### config.mk
export PLATFORM = sky130hd
export DESIGN_NAME = s_seq_feeder_flat
export DESIGN_NICKNAME = d
export VERILOG_FILES = /design/src/rtl/s_seq_feeder_if.sv /design/src/rtl/s_seq_feeder.sv /design/src/flat_wrapper.sv
export SDC_FILE = /design/constraint.sdc
export NUM_CORES = 1
export LEC_CHECK = 0
export BUFFER_PORTS_ARGS = -buffer_cell sky130_fd_sc_hd__buf_2
export CAP_MARGIN = 0
export CORE_MARGIN = 2
export CORE_UTILIZATION = 64
export DETAILED_ROUTE_END_ITERATION = 8
export PLACE_DENSITY_LB_ADDON = 0.2
export SLEW_MARGIN = 20
export SYNTH_ARGS = -nofsm -noshare
export SYNTH_HDL_FRONTEND = slang
export SYNTH_SLANG_ARGS = --single-unit
### constraint.sdc
create_clock -name clk -period 7.2 [get_ports clk]
set_clock_uncertainty 0.05 [all_clocks]
set_input_delay 1.08 -clock clk [delete_from_list [all_inputs] [get_ports clk]]
set_output_delay 1.08 -clock clk [all_outputs]
set_load 0.01 [all_outputs]
### src/rtl/s_seq_feeder_if.sv
// s_seq_feeder_if: base stream in, chunk/request exchange with Top.
// Ports: base/base_valid/base_last/base_ready form the input base stream;
//        request_s is Top's chunk request; s/s_valid/last_chunk/seq_done carry the chunk.
interface s_seq_feeder_if #(
  parameter int PE_ARRAY_SIZE     = 64,
  parameter int PE_ARRAY_SIZE_LOG = 6
);
  logic [1:0]                   base;
  logic                         base_valid;
  logic                         base_last;
  logic                         base_ready;
  logic                         request_s;
  logic [2*PE_ARRAY_SIZE-1:0]   s;
  logic [PE_ARRAY_SIZE_LOG:0]   s_valid;
  logic                         last_chunk;
  logic                         seq_done;
  modport master (
    output base, base_valid, base_last, request_s,
    input  base_ready, s, s_valid, last_chunk, seq_done
  );
  modport slave (
    input  base, base_valid, base_last, request_s,
    output base_ready, s, s_valid, last_chunk, seq_done
  );
endinterface

### src/rtl/s_seq_feeder.sv
// s_seq_feeder: packs a 2-bit base stream into double-buffered PE-array chunks served on request.
// Ports: clk, rst_n (async active-low); bus (slave) carries the base stream in,
//        request_s from Top, and the registered chunk out (s, s_valid, last_chunk, seq_done).
module s_seq_feeder #(
  parameter int PE_ARRAY_SIZE     = 64,
  parameter int PE_ARRAY_SIZE_LOG = 6
) (
  input  logic         clk,
  input  logic         rst_n,
  s_seq_feeder_if.slave bus
);
  localparam int N = PE_ARRAY_SIZE;
  localparam int W = PE_ARRAY_SIZE_LOG + 1;
  logic [2*N-1:0] fill_data, rdy_data;
  logic [W-1:0]   fill_cnt, rdy_cnt, fill_cnt_nxt;
  logic           fill_closed, fill_last, rdy_full, rdy_last, req_pend, seq_closed, ready;
  logic           acc, emit, xfer, close, seq_closed_nxt;
  assign acc   = bus.base_valid && ready;
  assign emit  = req_pend && rdy_full;
  // a closed fill buffer moves over when the ready slot is empty or being drained now
  assign xfer  = fill_closed && (!rdy_full || emit);
  assign close = acc && (bus.base_last || fill_cnt == W'(N - 1));
  assign fill_cnt_nxt   = xfer ? '0 : fill_cnt + W'(acc);
  assign seq_closed_nxt = (seq_closed && !(emit && rdy_last)) || (acc && bus.base_last);
  assign bus.base_ready = ready;
  always_ff @(posedge clk or negedge rst_n) begin
    if (!rst_n) begin
      fill_data      <= '0;
      rdy_data       <= '0;
      fill_cnt       <= '0;
      rdy_cnt        <= '0;
      fill_closed    <= 1'b0;
      fill_last      <= 1'b0;
      rdy_full       <= 1'b0;
      rdy_last       <= 1'b0;
      req_pend       <= 1'b0;
      seq_closed     <= 1'b0;
      ready          <= 1'b0;
      bus.s          <= '0;
      bus.s_valid    <= '0;
      bus.last_chunk <= 1'b0;
      bus.seq_done   <= 1'b0;
    end else begin
      // ready is computed from next state so it equals the combinational rule one cycle on
      ready      <= !seq_closed_nxt && fill_cnt_nxt < W'(N);
      fill_cnt   <= fill_cnt_nxt;
      seq_closed <= seq_closed_nxt;
      // a request while one is already owed is absorbed
      req_pend   <= !emit && (req_pend || bus.request_s);
      rdy_full   <= xfer || (rdy_full && !emit);
      if (acc) fill_data[{fill_cnt[W-2:0], 1'b0} +: 2] <= bus.base;
      if (close) begin
        fill_closed <= 1'b1;
        fill_last   <= bus.base_last;
      end
      if (xfer) begin
        rdy_data    <= fill_data;
        rdy_cnt     <= fill_cnt;
        rdy_last    <= fill_last;
        fill_data   <= '0;
        fill_closed <= 1'b0;
        fill_last   <= 1'b0;
      end
      bus.s          <= emit ? rdy_data : '0;
      bus.s_valid    <= emit ? rdy_cnt : '0;
      bus.last_chunk <= emit && rdy_last;
      bus.seq_done   <= emit && rdy_last;
    end
  end
endmodule

### src/flat_wrapper.sv
// flat-port wrapper written by rule: the top's interface ports become plain ports
module s_seq_feeder_flat 
#(
  parameter int PE_ARRAY_SIZE     = 64,
  parameter int PE_ARRAY_SIZE_LOG = 6
)
  (clk, rst_n, bus_base, bus_base_valid, bus_base_last, bus_request_s, bus_base_ready, bus_s, bus_s_valid, bus_last_chunk, bus_seq_done);
  s_seq_feeder_if #(.PE_ARRAY_SIZE(PE_ARRAY_SIZE), .PE_ARRAY_SIZE_LOG(PE_ARRAY_SIZE_LOG)) bus_i ();
  input  logic clk;
  input  logic rst_n;
  input wire logic [$bits(bus_i.base)-1:0] bus_base;
  input wire logic [$bits(bus_i.base_valid)-1:0] bus_base_valid;
  input wire logic [$bits(bus_i.base_last)-1:0] bus_base_last;
  input wire logic [$bits(bus_i.request_s)-1:0] bus_request_s;
  output wire logic [$bits(bus_i.base_ready)-1:0] bus_base_ready;
  output wire logic [$bits(bus_i.s)-1:0] bus_s;
  output wire logic [$bits(bus_i.s_valid)-1:0] bus_s_valid;
  output wire logic [$bits(bus_i.last_chunk)-1:0] bus_last_chunk;
  output wire logic [$bits(bus_i.seq_done)-1:0] bus_seq_done;
  assign bus_i.base = bus_base;
  assign bus_i.base_valid = bus_base_valid;
  assign bus_i.base_last = bus_base_last;
  assign bus_i.request_s = bus_request_s;
  assign bus_base_ready = bus_i.base_ready;
  assign bus_s = bus_i.s;
  assign bus_s_valid = bus_i.s_valid;
  assign bus_last_chunk = bus_i.last_chunk;
  assign bus_seq_done = bus_i.seq_done;
  s_seq_feeder #(.PE_ARRAY_SIZE(PE_ARRAY_SIZE), .PE_ARRAY_SIZE_LOG(PE_ARRAY_SIZE_LOG)) u_core (.clk(clk), .rst_n(rst_n), .bus(bus_i));
endmodule
* After elaboration in Yosys (flattened, before gate mapping)
Cells that the tools add are included.
** Operators by class
- Add/subtract/negate cells :: 2
- Magnitude comparators :: 1
- Eq/ne operators :: 1
- Shift-type cells :: 2
- Muxes and demuxes :: 10
- Reduce and logical (&&, ||, !) cells :: 21
** Operators by type and width (count)
- $mux W128 :: 3
- $bwmux W128 :: 1
- $shift A2 B9 Y128 const A :: 1
- $shiftx A2 B9 Y128 :: 1
- $mux W7 :: 2
- $logic_and A1 B1 Y1 :: 10
- $neg A7 Y9 :: 1
- $add A7 B1 Y7 :: 1
- $eq A7 B6 Y1 const B :: 1
- $lt A7 B7 Y1 const B :: 1
- $logic_or A1 B1 Y1 :: 5
- $logic_not A1 Y1 :: 4
- $mux W1 :: 4
- $reduce_bool A2 Y1 :: 2
** Word-level totals
- Bits in registers :: 413
- Input port bits :: 7
- Output and inout port bits :: 138

* Longest topological paths before layout
- Depth after elaboration :: 7
- Depth in mapped cells :: 12
- Mapped depth without buffers :: 8

* Least setup slack after synthesis
Ideal clock, no wire load.
- Path kind :: flip-flop to flip-flop
- Start :: reg u_core.fill_cnt[0]
- End :: reg u_core.fill_data[124]
- Setup time :: 0.080 ns
- Data arrival time :: 2.655 ns
- Slack :: 4.415 ns
- Cell stages (with the launch flop) :: 11
- Path buffers :: 3
- Period minus slack after synthesis :: 2.785 ns
- Path through :: dfrtp_1 -> clkbuf_1 -> clkbuf_1 -> inv_1 -> ha_1 -> clkbuf_1 -> nand2b_1 -> a311o_1 -> and2b_1 -> nor3b_1 -> mux2i_1
** On the way
- Cells in the longest elaborated chain, start to end :: 5
** RTL lines
- start, declared :: line s_seq_feeder.sv:15 : logic [W-1:0] fill_cnt, rdy_cnt, fill_cnt_nxt;
- start signal, assigned :: line s_seq_feeder.sv:46 : fill_cnt <= fill_cnt_nxt;
- $neg A7 Y9 (*) :: line s_seq_feeder.sv:51 : if (acc) fill_data[{fill_cnt[W-2:0], 1'b0} +: 2] <= bus.base;
- $shiftx A2 B9 Y128 or $shift A2 B9 Y128 (tied branches) :: line s_seq_feeder.sv:51
- $bwmux W128 (*) :: line s_seq_feeder.sv:51
- $mux W128 (*) :: line s_seq_feeder.sv:51
- $mux W128 (*) :: line s_seq_feeder.sv:56 : if (xfer) begin
- end signal, assigned by index :: line s_seq_feeder.sv:51
- end, declared :: line s_seq_feeder.sv:14 : logic [2*N-1:0] fill_data, rdy_data;
Mark *: on every way between the ends. The rest lies on a longest branch, timed or not. The select of a mux whose other input is x is not followed.
A chain may end at the register's enable or synchronous reset.

* Worst setup path after layout
- Start :: reg u_core.rdy_full
- End :: reg u_core.fill_data[3]
** On the way
- Cells in the longest elaborated chain, start to end :: 4
** RTL lines
- start, declared :: line s_seq_feeder.sv:16 : logic fill_closed, fill_last, rdy_full, rdy_last, req_pend, seq_closed, ready;
- start signal, assigned :: line s_seq_feeder.sv:50 : rdy_full <= xfer || (rdy_full && !emit);
- $logic_not A1 Y1 or $logic_and A1 B1 Y1 (tied branches) :: line s_seq_feeder.sv:21, s_seq_feeder.sv:19
- $logic_or A1 B1 Y1 (*) :: line s_seq_feeder.sv:21 : assign xfer = fill_closed && (!rdy_full || emit);
- $logic_and A1 B1 Y1 (*) :: line s_seq_feeder.sv:21
- $mux W128 or $reduce_bool A2 Y1 (tied branches)
Mark *: on every way between the ends. The rest lies on a longest branch, timed or not.

==> reports/results.env <==
SETUP_REPAIR_AFTER_GLOBAL_ROUTING_MISSED_ITS_MARGIN='no'
SETUP_VIOL_COUNT_FINAL=0
HOLD_VIOLATIONS=0
AREA_DELTA_SYNTH_FINAL_PCT=13.1
POST_DRT_WL_PER_CELL_UM=18.0
CP-START-KIND='flop'
SYNTH_AREA_PER_CELL_UM2=10.8
YOSYSSEQAREASHARE=0.641
WHS_PATH_DEPTH=2
LAYOUT.CELLS.NON_FILLER=1943
R2R_SLACK_NS=3.52
FULL_DIE_AREA_MM2=0.0265
FIN_NETS=1599
OUTCOME='finished clean'
CP_MAX_FO=138
CORE_MM2=0.0250
POSTCTSRESIZEDCELLS=0
POST_ROUTE_CELLS_DRIVE_ABOVE_1_SHARE=0.157
FIN_TNS_SETUP_NS=0
PLACED_CELLS=1874
OVERALL_OVERFLOW_REMAINING_AFTER_GLOBAL_ROUTE=0
CTS_INSERTED_BUFFERS=40
CLOCK_TREE.ROOT_CELL='sky130_fd_sc_hd__clkbuf_16'
SYNTH_CELL_TYPES=42
GRT_ANTENNA_BEFORE_REPAIR=0
POST_SYNTH_INSTANCE_AREA_MM2=0.0161
POST-CTS-SETUP-BUFFERS=0
VIA_PER_INST=5.60
SYN_NETS=1507
HTREE_NUM_LEVELS=2
ANT_NETS=0
TIMING.SETUP.CRITICAL_PATH_CLASS='reg -> reg'
MIN_FROM='u_core.fill_data[57]$_DFFE_PN0P_'
CRITICAL_PATH.REG2REG.ENDPOINT='u_core.fill_data[3]$_DFFE_PN0P_'
WORST-ENDPOINT-ARRIVAL_NS=4.05
CRITICAL_PATH.REG2REG.STARTPOINT='u_core.rdy_full$_DFF_PN0_'
FP-ROW-COUNT=58
MAX_FREQ_MHz=272
TRITONCTS='yes'
VIAS=10900
SLEW_VIOLATIONS=0
IO_PINS=145
COUNT_OF_FILLER_CELLS_INSERTED_IN_THE_LAYOUT=1771
DRT_FIRST_PASS_ITERS=5
SYN-INSTANCE-COUNT=1495
FINAL_MIN_PERIOD_OVER_CLOCK_PERIOD=0.511
POWER.DENSITY_mW_PER_MM2=243
POWER.LEAKAGE_nW=10.7
NUMCLOCKSINKS=413
CATEGORY_OF_THE_WORST_SETUP_PATH_CAPTURE_POINT='flop'
DRT_ITER0_MARKERS=825
SYNTH-MAIN-FF-CELL='sky130_fd_sc_hd__dfrtp_1'
DRV.MAX_CAP_VIOLATION_COUNT=0
HOLD_PATH_END='u_core.rdy_data[57]$_DFFE_PN0P_'
DEPTH_OF_THE_MOST_CRITICAL_REG_TO_REG_PATH=5
CLKTRANSATPATHREGS_NS=0.06
WORST_HOLD_PATH_TYPE='reg -> reg'
CLK_PATH_BUF_DEPTH=3
INITIAL_UTILIZATION=0.646
TIGHTEST_SLEW_NS=1.09
REMAINING_DRC_ERRORS=0
GRT_START_MAX_NET_PINS=196
GP_ROUTABILITY_CONGESTION=0.868
HPWLAFTERDP_UM=20600
CTS_HOLD_BUFFERS=0
DESIGN_POWER_TOTAL_mW=4.42
ANTENNA-DIODE-COUNT=0
GRT_PASS1_WL_UM=56600
FIRST_GLOBAL_VIAS=10800
PERIOD_MINUS_SLACK_NS=3.68
ROUTED_WIRELENGTH_UM=35100
YOSYS_REGISTER_BITS=413
PEAK_SUPPLY_DROP_mV=0.147
DIE_WIDTH_UM=163
GRT_USE_TOTAL=0.271
WORSTSKEWPAIRLATENCY_NS=0.52
SYNTH.YOSYS.WARNINGS=0
TIMING.MAX_SLEW.REL_SLACK=0.276
DIEHEIGHT_UM=163
SYNTH_EDF_COUNT=0
CRITPATHREQUIREDTIME_NS=7.56
SYNTHARSTFLOPSHARE=1.00
IO_BUFFER_COUNT=144
-- cell type report --
| type | instances | area [um^2] | share of cell area |
|---|---|---|---|
| Clock buffer | 60 | 1190 | 0.0651 |
| Clock inverter | 8 | 96.3 | 0.00528 |
| Inverter | 6 | 22.5 | 0.00123 |
| Multi-Input combinational cell | 973 | 5350 | 0.293 |
| Sequential cell | 413 | 10300 | 0.567 |
| Tap cell | 330 | 413 | 0.0226 |
| Timing Repair Buffer | 153 | 835 | 0.0457 |
-- per-layer routing --
layer / track usage / share of wire / vias to the layer above / wire length, um
met5: 0 / 0 / - / 0
met4: 0.0877 / 0.028 / 0 / 969
met3: 0.0484 / 0.058 / 81 / 2040
met2: 0.431 / 0.48 / 361 / 16800
met1: 0.385 / 0.43 / 5389 / 15200
li1: - / - / 5045 / -
-- kinds of logic after synthesis --
group           share of synthesized area
fa+ha+maj                         0.00388
compound gates                     0.0107
xor+xnor                          0.00380
flops                               0.641
mux                                0.0800
simple gates                        0.232
buf+inv                            0.0285
-- report_power, final --
group	internal [mW]	switching, mW	leakage (nW)
Combinational	0.00636	0.0515	4.95
Clock	1.21	0.838	0.630
Sequential	2.32	0.00000000000000000341	5.10
Total	3.53	0.890	10.7
-- cells in the final DEF, fill, tap and decap left out, drive strengths merged, types with 12 or more instances in the layout --
master  instances
and3          140
dfrtp         413
mux2i         129
nor2           16
nand3          44
buf           153
clkbuf         60
nor3           22
nand2         544
and2           12
-- cell usage after synthesis (all sizes together), types with 5 or more instances --
| cell type | n | share of area |
|---|---|---|
| a21oi | 5 | 0.0016 |
| mux2i | 129 | 0.080 |
| and2 | 12 | 0.0047 |
| nand4 | 8 | 0.0031 |
| ha | 5 | 0.0039 |
| nor3 | 22 | 0.013 |
| inv | 6 | 0.0014 |
| nand2 | 544 | 0.13 |
| nand3 | 44 | 0.018 |
| clkbuf | 89 | 0.021 |
| buf | 14 | 0.0064 |
| xor2 | 5 | 0.0027 |
| o21ai | 10 | 0.0036 |
| nand2b | 7 | 0.0027 |
| dfrtp | 413 | 0.64 |
| nor2 | 16 | 0.0037 |
| and3 | 140 | 0.054 |
-- critical path, stage by stage (launching register included) --
cell and delay [ns]:
sky130_fd_sc_hd__dfrtp_2 0.35, sky130_fd_sc_hd__buf_4 0.75, sky130_fd_sc_hd__nand2b_1 0.27, sky130_fd_sc_hd__nand2_4 0.79
sky130_fd_sc_hd__nand4_1 0.88, sky130_fd_sc_hd__mux2i_1 0.45
-- sequential cells by signal, summed over array words and instances, names as in the netlist --
signal,flops
u_core.fill_cnt,7
u_core.bus.s,128
u_core.bus.s_valid,7
u_core.req_pend,1
u_core.rdy_last,1
u_core.fill_data,128
u_core.bus.base_ready,1
u_core.rdy_full,1
u_core.seq_closed,1
u_core.rdy_cnt,7
u_core.bus.last_chunk,1
u_core.fill_closed,1
u_core.rdy_data,128
u_core.fill_last,1
-- worst max-delay path by stage --
stage / from / endpoint / slack [ns] / depth (start not counted)
2_1_floorplan: u_core.fill_cnt[0]$_DFF_PN0_ / u_core.fill_data[124]$_DFFE_PN0P_ / 4.42 / 10
3_3_place_gp: u_core.rdy_full$_DFF_PN0_ / u_core.fill_data[12]$_DFFE_PN0P_ / 3.55 / 5
3_5_place_dp: u_core.rdy_full$_DFF_PN0_ / u_core.fill_data[125]$_DFFE_PN0P_ / 3.44 / 5
4_1_cts: u_core.rdy_full$_DFF_PN0_ / u_core.fill_data[45]$_DFFE_PN0P_ / 3.45 / 5
5_1_grt: u_core.rdy_full$_DFF_PN0_ / u_core.fill_data[82]$_DFFE_PN0P_ / 3.20 / 6
6_report: u_core.rdy_full$_DFF_PN0_ / u_core.fill_data[3]$_DFFE_PN0P_ / 3.52 / 5
-- metrics by stage --
| stage | cell area (um^2) | hold WS, ns | util | setup slack (ns) |
|---|---|---|---|---|
| after floorplan | 16100 | 0.388 | - | 4.42 |
| after global placement | 16900 | 0.402 | 0.678 | 3.55 |
| after detailed placement | 16900 | 0.402 | 0.678 | 3.44 |
| after CTS | 18200 | 0.419 | 0.729 | 3.45 |
| after global routing | 18200 | 0.434 | 0.731 | 3.20 |
| final | 18200 | 0.414 | 0.731 | 3.52 |
Note: power is estimated with default switching activity, not from simulation.
